--- src/rtl/mul_arbiter_pkg.sv ---
// Shared micro-architecture types for the multiplier arbiter slice.
// Message structs are built per-module from width parameters using these pieces.
package mul_arbiter_pkg;

  typedef enum logic [1:0] {
    UOP_MUL,
    UOP_MULH,
    UOP_MULHSU,
    UOP_MULHU
  } rv_uop;

  localparam int c_waddr_bits = 5;

  // Requester ID width; a single requester still needs one bit to index.
  function automatic int id_bits(input int num_req);
    return (num_req > 1) ? $clog2(num_req) : 1;
  endfunction

endpackage

--- src/rtl/mul_arbiter_if.sv ---
// Requester-side and multiplier-side val/rdy bundle of the multiplier arbiter.
// The slave modport is the arbiter; the master modport is its environment.
interface mul_arbiter_if
  import mul_arbiter_pkg::*;
#(
  parameter int p_num_req      = 2,
  parameter int p_addr_bits    = 32,
  parameter int p_data_bits    = 32,
  parameter int p_seq_num_bits = 5
) ();

  typedef struct packed {
    logic [p_addr_bits-1:0]    pc;
    logic [p_seq_num_bits-1:0] seq_num;
    logic [p_data_bits-1:0]    op1;
    logic [p_data_bits-1:0]    op2;
    logic [c_waddr_bits-1:0]   waddr;
    rv_uop                     uop;
  } t_mul_req;

  typedef struct packed {
    logic [p_addr_bits-1:0]    pc;
    logic [p_seq_num_bits-1:0] seq_num;
    logic [c_waddr_bits-1:0]   waddr;
    logic [p_data_bits-1:0]    wdata;
    logic                      wen;
  } t_mul_resp;

  logic [p_num_req-1:0] req_val;
  logic [p_num_req-1:0] req_rdy;
  t_mul_req             req_msg [p_num_req];
  logic                 unit_req_val;
  logic                 unit_req_rdy;
  t_mul_req             unit_req_msg;
  logic                 unit_resp_val;
  logic                 unit_resp_rdy;
  t_mul_resp            unit_resp_msg;
  logic [p_num_req-1:0] resp_val;
  logic [p_num_req-1:0] resp_rdy;
  t_mul_resp            resp_msg;
  logic [39:0]          trace;

  modport slave (
    input  req_val, req_msg, unit_req_rdy, unit_resp_val, unit_resp_msg, resp_rdy,
    output req_rdy, unit_req_val, unit_req_msg, unit_resp_rdy, resp_val, resp_msg, trace
  );

  modport master (
    output req_val, req_msg, unit_req_rdy, unit_resp_val, unit_resp_msg, resp_rdy,
    input  req_rdy, unit_req_val, unit_req_msg, unit_resp_rdy, resp_val, resp_msg, trace
  );

endinterface

--- src/rtl/mul_arb_id_fifo.sv ---
// In-order FIFO of requester IDs for ops in flight in the multiplier.
// Depth must be a power of two so the pointers wrap naturally.
module mul_arb_id_fifo #(
  parameter int p_depth = 4,
  parameter int p_width = 1
) (
  input  logic                       clk,
  input  logic                       rst,
  input  logic                       push,
  input  logic [p_width-1:0]         push_id,
  input  logic                       pop,
  output logic [p_width-1:0]         head_id,
  output logic                       full,
  output logic                       empty,
  output logic [$clog2(p_depth):0]   count
);

  localparam int c_ptr_bits = $clog2(p_depth);

  logic [p_width-1:0]    mem [p_depth];
  logic [c_ptr_bits-1:0] head;
  logic [c_ptr_bits-1:0] tail;

  always_ff @(posedge clk or negedge rst) begin
    if (!rst) begin
      head  <= '0;
      tail  <= '0;
      count <= '0;
    end else begin
      if (push) tail <= tail + 1'b1;
      if (pop)  head <= head + 1'b1;
      case ({push, pop})
        2'b10:   count <= count + 1'b1;
        2'b01:   count <= count - 1'b1;
        default: count <= count;
      endcase
    end
  end

  // Storage needs no reset: entries are only read between push and pop.
  always_ff @(posedge clk) begin
    if (push) mem[tail] <= push_id;
  end

  assign head_id = mem[head];
  assign full    = (count == ($clog2(p_depth) + 1)'(p_depth));
  assign empty   = (count == '0);

endmodule

--- src/rtl/mul_arbiter.sv ---
// Round-robin arbiter sharing one multiplier among p_num_req requesters; responses are
// steered back in issue order. Optional stall counter: define MUL_ARBITER_STALL_CNT_EN.
module mul_arbiter
  import mul_arbiter_pkg::*;
#(
  parameter int p_num_req      = 2,
  parameter int p_addr_bits    = 32,
  parameter int p_data_bits    = 32,
  parameter int p_seq_num_bits = 5,
  parameter int p_max_outst    = 4
) (
  input  logic               clk,
  input  logic               rst,
  mul_arbiter_if.slave       bus
`ifdef MUL_ARBITER_STALL_CNT_EN
  ,
  output logic [31:0]        stall_cnt
`endif
);

  localparam int c_id_bits  = id_bits(p_num_req);
  localparam int c_cnt_bits = $clog2(p_max_outst) + 1;
  localparam logic [c_id_bits-1:0] c_last_id = c_id_bits'(p_num_req - 1);

  typedef struct packed {
    logic [p_addr_bits-1:0]    pc;
    logic [p_seq_num_bits-1:0] seq_num;
    logic [p_data_bits-1:0]    op1;
    logic [p_data_bits-1:0]    op2;
    logic [c_waddr_bits-1:0]   waddr;
    rv_uop                     uop;
  } t_mul_req;

  logic [c_id_bits-1:0]  prio;
  logic [c_id_bits-1:0]  cand;
  logic [c_id_bits-1:0]  head_id;
  logic [c_cnt_bits-1:0] count;
  logic                  any_val;
  logic                  can_issue;
  logic                  req_fire;
  logic                  resp_fire;
  logic                  fifo_full;
  logic                  fifo_empty;
  t_mul_req              win_msg;

  // Scan downwards so the lowest offset from prio is the last (winning) match.
  always_comb begin
    cand    = prio;
    any_val = 1'b0;
    for (int k = p_num_req - 1; k >= 0; k--) begin
      logic [c_id_bits-1:0] idx;
      idx = c_id_bits'((int'(prio) + k) % p_num_req);
      if (bus.req_val[idx]) begin
        cand    = idx;
        any_val = 1'b1;
      end
    end
  end

  // A full FIFO blocks issue even when a pop lands the same cycle.
  assign can_issue         = !fifo_full;
  assign bus.unit_req_val  = rst && any_val && can_issue;
  assign win_msg           = bus.req_msg[cand];
  assign bus.unit_req_msg  = win_msg;
  assign req_fire          = bus.unit_req_val && bus.unit_req_rdy;

  always_comb begin
    bus.req_rdy       = '0;
    bus.req_rdy[cand] = rst && bus.unit_req_rdy && can_issue;
  end

  always_ff @(posedge clk or negedge rst) begin
    if (!rst)          prio <= '0;
    else if (req_fire) prio <= (cand == c_last_id) ? '0 : cand + 1'b1;
  end

  always_comb begin
    bus.resp_val          = '0;
    bus.resp_val[head_id] = rst && !fifo_empty && bus.unit_resp_val;
  end

  assign bus.unit_resp_rdy = rst && !fifo_empty && bus.resp_rdy[head_id];
  assign bus.resp_msg      = bus.unit_resp_msg;
  assign resp_fire         = bus.unit_resp_val && bus.unit_resp_rdy;

  mul_arb_id_fifo #(
    .p_depth (p_max_outst),
    .p_width (c_id_bits)
  ) u_id_fifo (
    .clk     (clk),
    .rst     (rst),
    .push    (req_fire),
    .push_id (cand),
    .pop     (resp_fire),
    .head_id (head_id),
    .full    (fifo_full),
    .empty   (fifo_empty),
    .count   (count)
  );

  // Trace reads "<grant|.> <count> <head|.>".
  always_comb begin
    bus.trace = {8'h2e, 8'h20, 8'h30 + 8'(count), 8'h20, 8'h2e};
    if (req_fire)    bus.trace[39:32] = 8'h30 + 8'(cand);
    if (!fifo_empty) bus.trace[7:0]   = 8'h30 + 8'(head_id);
  end

  no_orphan_resp : assert property (@(posedge clk) disable iff (!rst)
                                    !(bus.unit_resp_val && fifo_empty))
    else $error("mul_arbiter: multiplier response with no op in flight");

`ifdef MUL_ARBITER_STALL_CNT_EN
  always_ff @(posedge clk or negedge rst) begin
    if (!rst) stall_cnt <= '0;
    else if (any_val && !req_fire && (stall_cnt != '1)) stall_cnt <= stall_cnt + 32'd1;
  end
`endif

endmodule
--- src/flat_wrapper.sv ---
// flat-port wrapper written by rule: the top's interface ports become plain ports
module mul_arbiter_flat import mul_arbiter_pkg::*;
#(
  parameter int p_num_req      = 2,
  parameter int p_addr_bits    = 32,
  parameter int p_data_bits    = 32,
  parameter int p_seq_num_bits = 5,
  parameter int p_max_outst    = 4
)
  (clk, rst, bus_req_val, bus_req_msg, bus_unit_req_rdy, bus_unit_resp_val, bus_unit_resp_msg, bus_resp_rdy, bus_req_rdy, bus_unit_req_val, bus_unit_req_msg, bus_unit_resp_rdy, bus_resp_val, bus_resp_msg, bus_trace);
  mul_arbiter_if #(.p_num_req(p_num_req), .p_addr_bits(p_addr_bits), .p_data_bits(p_data_bits), .p_seq_num_bits(p_seq_num_bits)) bus_i ();
  input  logic clk;
  input  logic rst;
  input wire logic [$bits(bus_i.req_val)-1:0] bus_req_val;
  input wire logic [$bits(bus_i.req_msg)-1:0] bus_req_msg;
  input wire logic [$bits(bus_i.unit_req_rdy)-1:0] bus_unit_req_rdy;
  input wire logic [$bits(bus_i.unit_resp_val)-1:0] bus_unit_resp_val;
  input wire logic [$bits(bus_i.unit_resp_msg)-1:0] bus_unit_resp_msg;
  input wire logic [$bits(bus_i.resp_rdy)-1:0] bus_resp_rdy;
  output wire logic [$bits(bus_i.req_rdy)-1:0] bus_req_rdy;
  output wire logic [$bits(bus_i.unit_req_val)-1:0] bus_unit_req_val;
  output wire logic [$bits(bus_i.unit_req_msg)-1:0] bus_unit_req_msg;
  output wire logic [$bits(bus_i.unit_resp_rdy)-1:0] bus_unit_resp_rdy;
  output wire logic [$bits(bus_i.resp_val)-1:0] bus_resp_val;
  output wire logic [$bits(bus_i.resp_msg)-1:0] bus_resp_msg;
  output wire logic [$bits(bus_i.trace)-1:0] bus_trace;
  assign bus_i.req_val = bus_req_val;
  assign bus_i.req_msg = {>>{bus_req_msg}};
  assign bus_i.unit_req_rdy = bus_unit_req_rdy;
  assign bus_i.unit_resp_val = bus_unit_resp_val;
  assign bus_i.unit_resp_msg = bus_unit_resp_msg;
  assign bus_i.resp_rdy = bus_resp_rdy;
  assign bus_req_rdy = bus_i.req_rdy;
  assign bus_unit_req_val = bus_i.unit_req_val;
  assign bus_unit_req_msg = bus_i.unit_req_msg;
  assign bus_unit_resp_rdy = bus_i.unit_resp_rdy;
  assign bus_resp_val = bus_i.resp_val;
  assign bus_resp_msg = bus_i.resp_msg;
  assign bus_trace = bus_i.trace;
  mul_arbiter #(.p_num_req(p_num_req), .p_addr_bits(p_addr_bits), .p_data_bits(p_data_bits), .p_seq_num_bits(p_seq_num_bits), .p_max_outst(p_max_outst)) u_core (.clk(clk), .rst(rst), .bus(bus_i));
endmodule
--- config.mk ---
export PLATFORM = sky130hd
export DESIGN_NAME = mul_arbiter_flat
export DESIGN_NICKNAME = d
export VERILOG_FILES = /design/src/rtl/mul_arbiter_pkg.sv /design/src/rtl/mul_arbiter_if.sv /design/src/rtl/mul_arb_id_fifo.sv /design/src/rtl/mul_arbiter.sv /design/src/flat_wrapper.sv
export SDC_FILE = /design/constraint.sdc
export NUM_CORES = 1
export LEC_CHECK = 0
export BUFFER_PORTS_ARGS = -buffer_cell sky130_fd_sc_hd__buf_2
export CAP_MARGIN = 25
export CORE_AREA = 2 2 206 208
export CTS_CLUSTER_SIZE = 40
export DETAILED_ROUTE_END_ITERATION = 8
export DIE_AREA = 0 0 208 210
export SYNTH_ARGS = -nofsm -noshare
export SYNTH_HDL_FRONTEND = slang
export SYNTH_SLANG_ARGS = --single-unit
--- constraint.sdc ---
create_clock -name clk -period 4.4 [get_ports clk]
set_clock_uncertainty 0.2 [all_clocks]
set_input_delay 0.22 -clock clk [delete_from_list [all_inputs] [get_ports clk]]
set_output_delay 0.22 -clock clk [all_outputs]
set_load 0.01 [all_outputs]
==> summary.md <==
| Metric | Value |
|---|---|
| PwrDens | roughly 310 mW/mm2 |
| Die Ht | around 210 um |
| Area of the multi-input gates | 0.00171 mm2 |
| Via count | 3037 |
| Internal | 0.000792 W |
| Synth warnings | 0 |
| Largest net degree at the start of global routing | between 50 and 60 |
| I/O pin total | 528 |
| Run status | finished clean |
| Initial Util | around 7% |
| Switching pwr | around 0.00066 W |
| Rows | 75 |
| Final Hold Viols | 0 |
| Diodes inserted | 0 |
| Routed WL | 12.5 mm |
| Syn Inst Count | between 200 and 300 |
| Core area | about 0.041 mm2 |
| Clock group share of total power | roughly 12% |
| Dpl hpwl | between 10 and 15 mm |
| Detailed Routing Iterations Pass 1 | 4 |
| Sw frac | approximately 45% |
| Final Setup Violations | 0 |
| Layout Nets | just under 900 |
| CTS tree | done |
| Antenna Nets Post-Route | 0 |
| Worst-path clk slew | roughly 0.04 ns |
| Port Buffers | 350 |
| Fin crit share | 61.0% |
| Number of distinct library cells after synthesis | 29 |
| Final Critical Period | between 2 and 3 ns |
| Layout area overhead | 60.0% |
| First-pass GRT wire length | roughly 17 mm |
| Critical Path Fanout Max | 12 |
| Antenna violations before repair | 6 |
| Grt total ovfl | 0 |
| Clock sinks | 12 |
| WL per Instance | 11.4 um |
| Worst-skew pair later-pin latency | between 0.2 and 0.25 ns |
| VDD IR max | 0.135 mV |
| HP Class | primary input to flop |
| H-tree levels | 1 |
| CP endpoint kind | flop |
| RSZ-0062 raised after global routing | no |
| Vias in the first global route | 2798 |
| Gr usage total | under 10% |
| Final WS setup | 1.72 ns |
| Worst slack at placement | 1.78 ns |
| Vias per std cell | between 2 and 3 |
| Final TNS setup | 0 ns |
| Fmax | roughly 370 MHz |
| Remaining routing DRC violations | 0 |
| DR iter-0 viols | between 50 and 60 |
| Die width | between 200 and 250 um |
| Register area share after synthesis | between 10% and 20% |
| Final Wtd Congestion | 0.723 |
| Max Slew Vio Count | 0 |
| Leakage power | 2.32 nW |
| Data arrival time of the worst path | ~2.7 ns |
| Setup crit start kind | primary input |
| Root Driver | clkbuf_16 |
| Register area | 320 um2 |
| Critical path class | primary input to flop |
| Die area | ~0.044 mm2 |
| Avg Cell Area, Syn | roughly 9.6 um2 |
| Maximum clock insertion buffer count | 2 |
| Combinational share of power | 74.3% |
| Layout cell share with drive strength beyond 1 | between 60% and 70% |
| Fillers | approximately 4800 |
| MaxCap Viol Count | 0 |
| Share of total power in sequential cells | between 10% and 20% |
| Seq cells post-synth | 12 |
| Postcts setup bufs | 0 |
| Worst endpoint required time | 4.36 ns |
| Post-Syn Area | approximately 0.0029 mm2 |
| CTS buffer count | 3 |
Yosys cell counts, drive strengths merged:
library cell	count	area (um2)
conb	2	7.51
o31ai	1	7.51
a31oi	1	6.26
or3	1	6.26
edfxtp	4	120
and2	6	37.5
xnor2	2	17.5
xor2	3	26.3
dfrtp	8	200
fa	1	20.0
o21ai	4	23.8
mux2i	7	70.1
inv	7	26.3
nand2	3	11.3
buf	120	923
nor3b	1	12.5
nand3	1	5.00
nor2b	1	6.26
mux2	110	1240
nor2	8	30.0
ha	5	62.6
a21oi	3	18.8
power groups by stage:
stage	registers, W	clock network (W)	logic [W]
floorplan	0.000206	0	0.000763
global placement	0.000203	0	0.00108
detailed placement	0.000208	0	0.00109
CTS	0.000207	0.000171	0.00110
global route	0.000214	0.000177	0.00118
finish	0.000206	0.000167	0.00108
final timing paths:
check	start	to	slack, ns	depth (start not counted)
setup / recovery	rst	u_core.u_id_fifo.count[2]	1.72	10
hold reg to reg	u_core.prio	u_core.prio	0.31	1
setup reg to reg	u_core.u_id_fifo.head[1]	u_core.u_id_fifo.count[2]	1.79	10
hold / removal	bus_req_val[1]	u_core.prio	0.02	2
min in group asynchronous	rst	u_core.u_id_fifo.head[1]	0.24	2
max in group asynchronous	rst	u_core.prio	3.55	2
flip-flops by register name (all words and copies together), names as in the netlist:
register / cells
u_core.u_id_fifo.mem: 4
u_core.u_id_fifo.head: 2
u_core.u_id_fifo.count: 3
u_core.prio: 1
u_core.u_id_fifo.tail: 2
metal layers:
layer / vias up / global-route usage (%) / routed length, um
met2: 272 / 8.91 / 5880
met3: 44 / 2.49 / 1820
li1: 1407 / - / -
met5: - / 0 / 19
met1: 1312 / 5.15 / 4180
met4: 2 / 2.30 / 601
layout make-up:
class                           instances  area share [%]
Timing Repair Buffer                  354            39.0
Multi-Input combinational cell        185            37.1
Tap cell                              539            14.6
Sequential cell                        12            6.95
Clock buffer                            3            1.63
Inverter                                7           0.570
Clock inverter                          1          0.0815
cells by family after synthesis:
| kind of cell | count (synthesis) | share of synthesized area, % |
|---|---|---|
| buffers and inverters | 127 | 33.0 |
| and+or+nand+nor | 21 | 3.78 |
| muxes | 117 | 45.5 |
| DFF | 12 | 11.1 |
| adders and majority gates | 6 | 2.87 |
| xor gates and xnor gates | 5 | 1.52 |
| other | 2 | 0.261 |
| AOI/OAI and AO/OA | 9 | 1.96 |
worst max-delay path, stage by stage:
cell           delay, ns
dlygate4sd3_1       0.56
buf_2               0.28
nand3_1             0.25
nor2_1              0.26
ha_1                0.21
inv_1               0.06
fa_1                0.38
xor2_1              0.15
nor2_1              0.12
xor2_1              0.15
placed cells by master (no fill, tap or decap), types with 4 or more instances in the layout:
master	synthesis	final
buf_2	3	350
mux2_2	33	33
mux2i_1	7	7
nor2_1	8	8
conb_1	2	27
edfxtp_1	4	4
inv_1	6	6
dfrtp_1	8	8
and2_1	6	6
ha_1	5	5
mux2_1	77	77
stage by stage:
| stage | hold WS (ns) | cells | total power (W) | area, um2 | util [%] |
|---|---|---|---|---|---|
| 2_1_floorplan | -0.276 | 324 | 0.000969 | 2970 | - |
| 3_3_place_gp | -0.104 | 1096 | 0.00128 | 4520 | 10.9 |
| 3_5_place_dp | -0.0942 | 1096 | 0.00130 | 4520 | 10.9 |
| 6_report | 0.0214 | 1101 | 0.00145 | 4610 | 11.1 |
| 5_1_grt | 0.0390 | 1101 | 0.00157 | 4610 | 11.1 |
| 4_1_cts | 0.0207 | 1101 | 0.00148 | 4610 | 11.1 |
repair_timing:
item                                   4_1_cts  5_1_grt
hold buffers                                 1        0
resized for setup                            0        0
endpoints found under the hold margin        8        0
(Power assumes the default switching activity.)
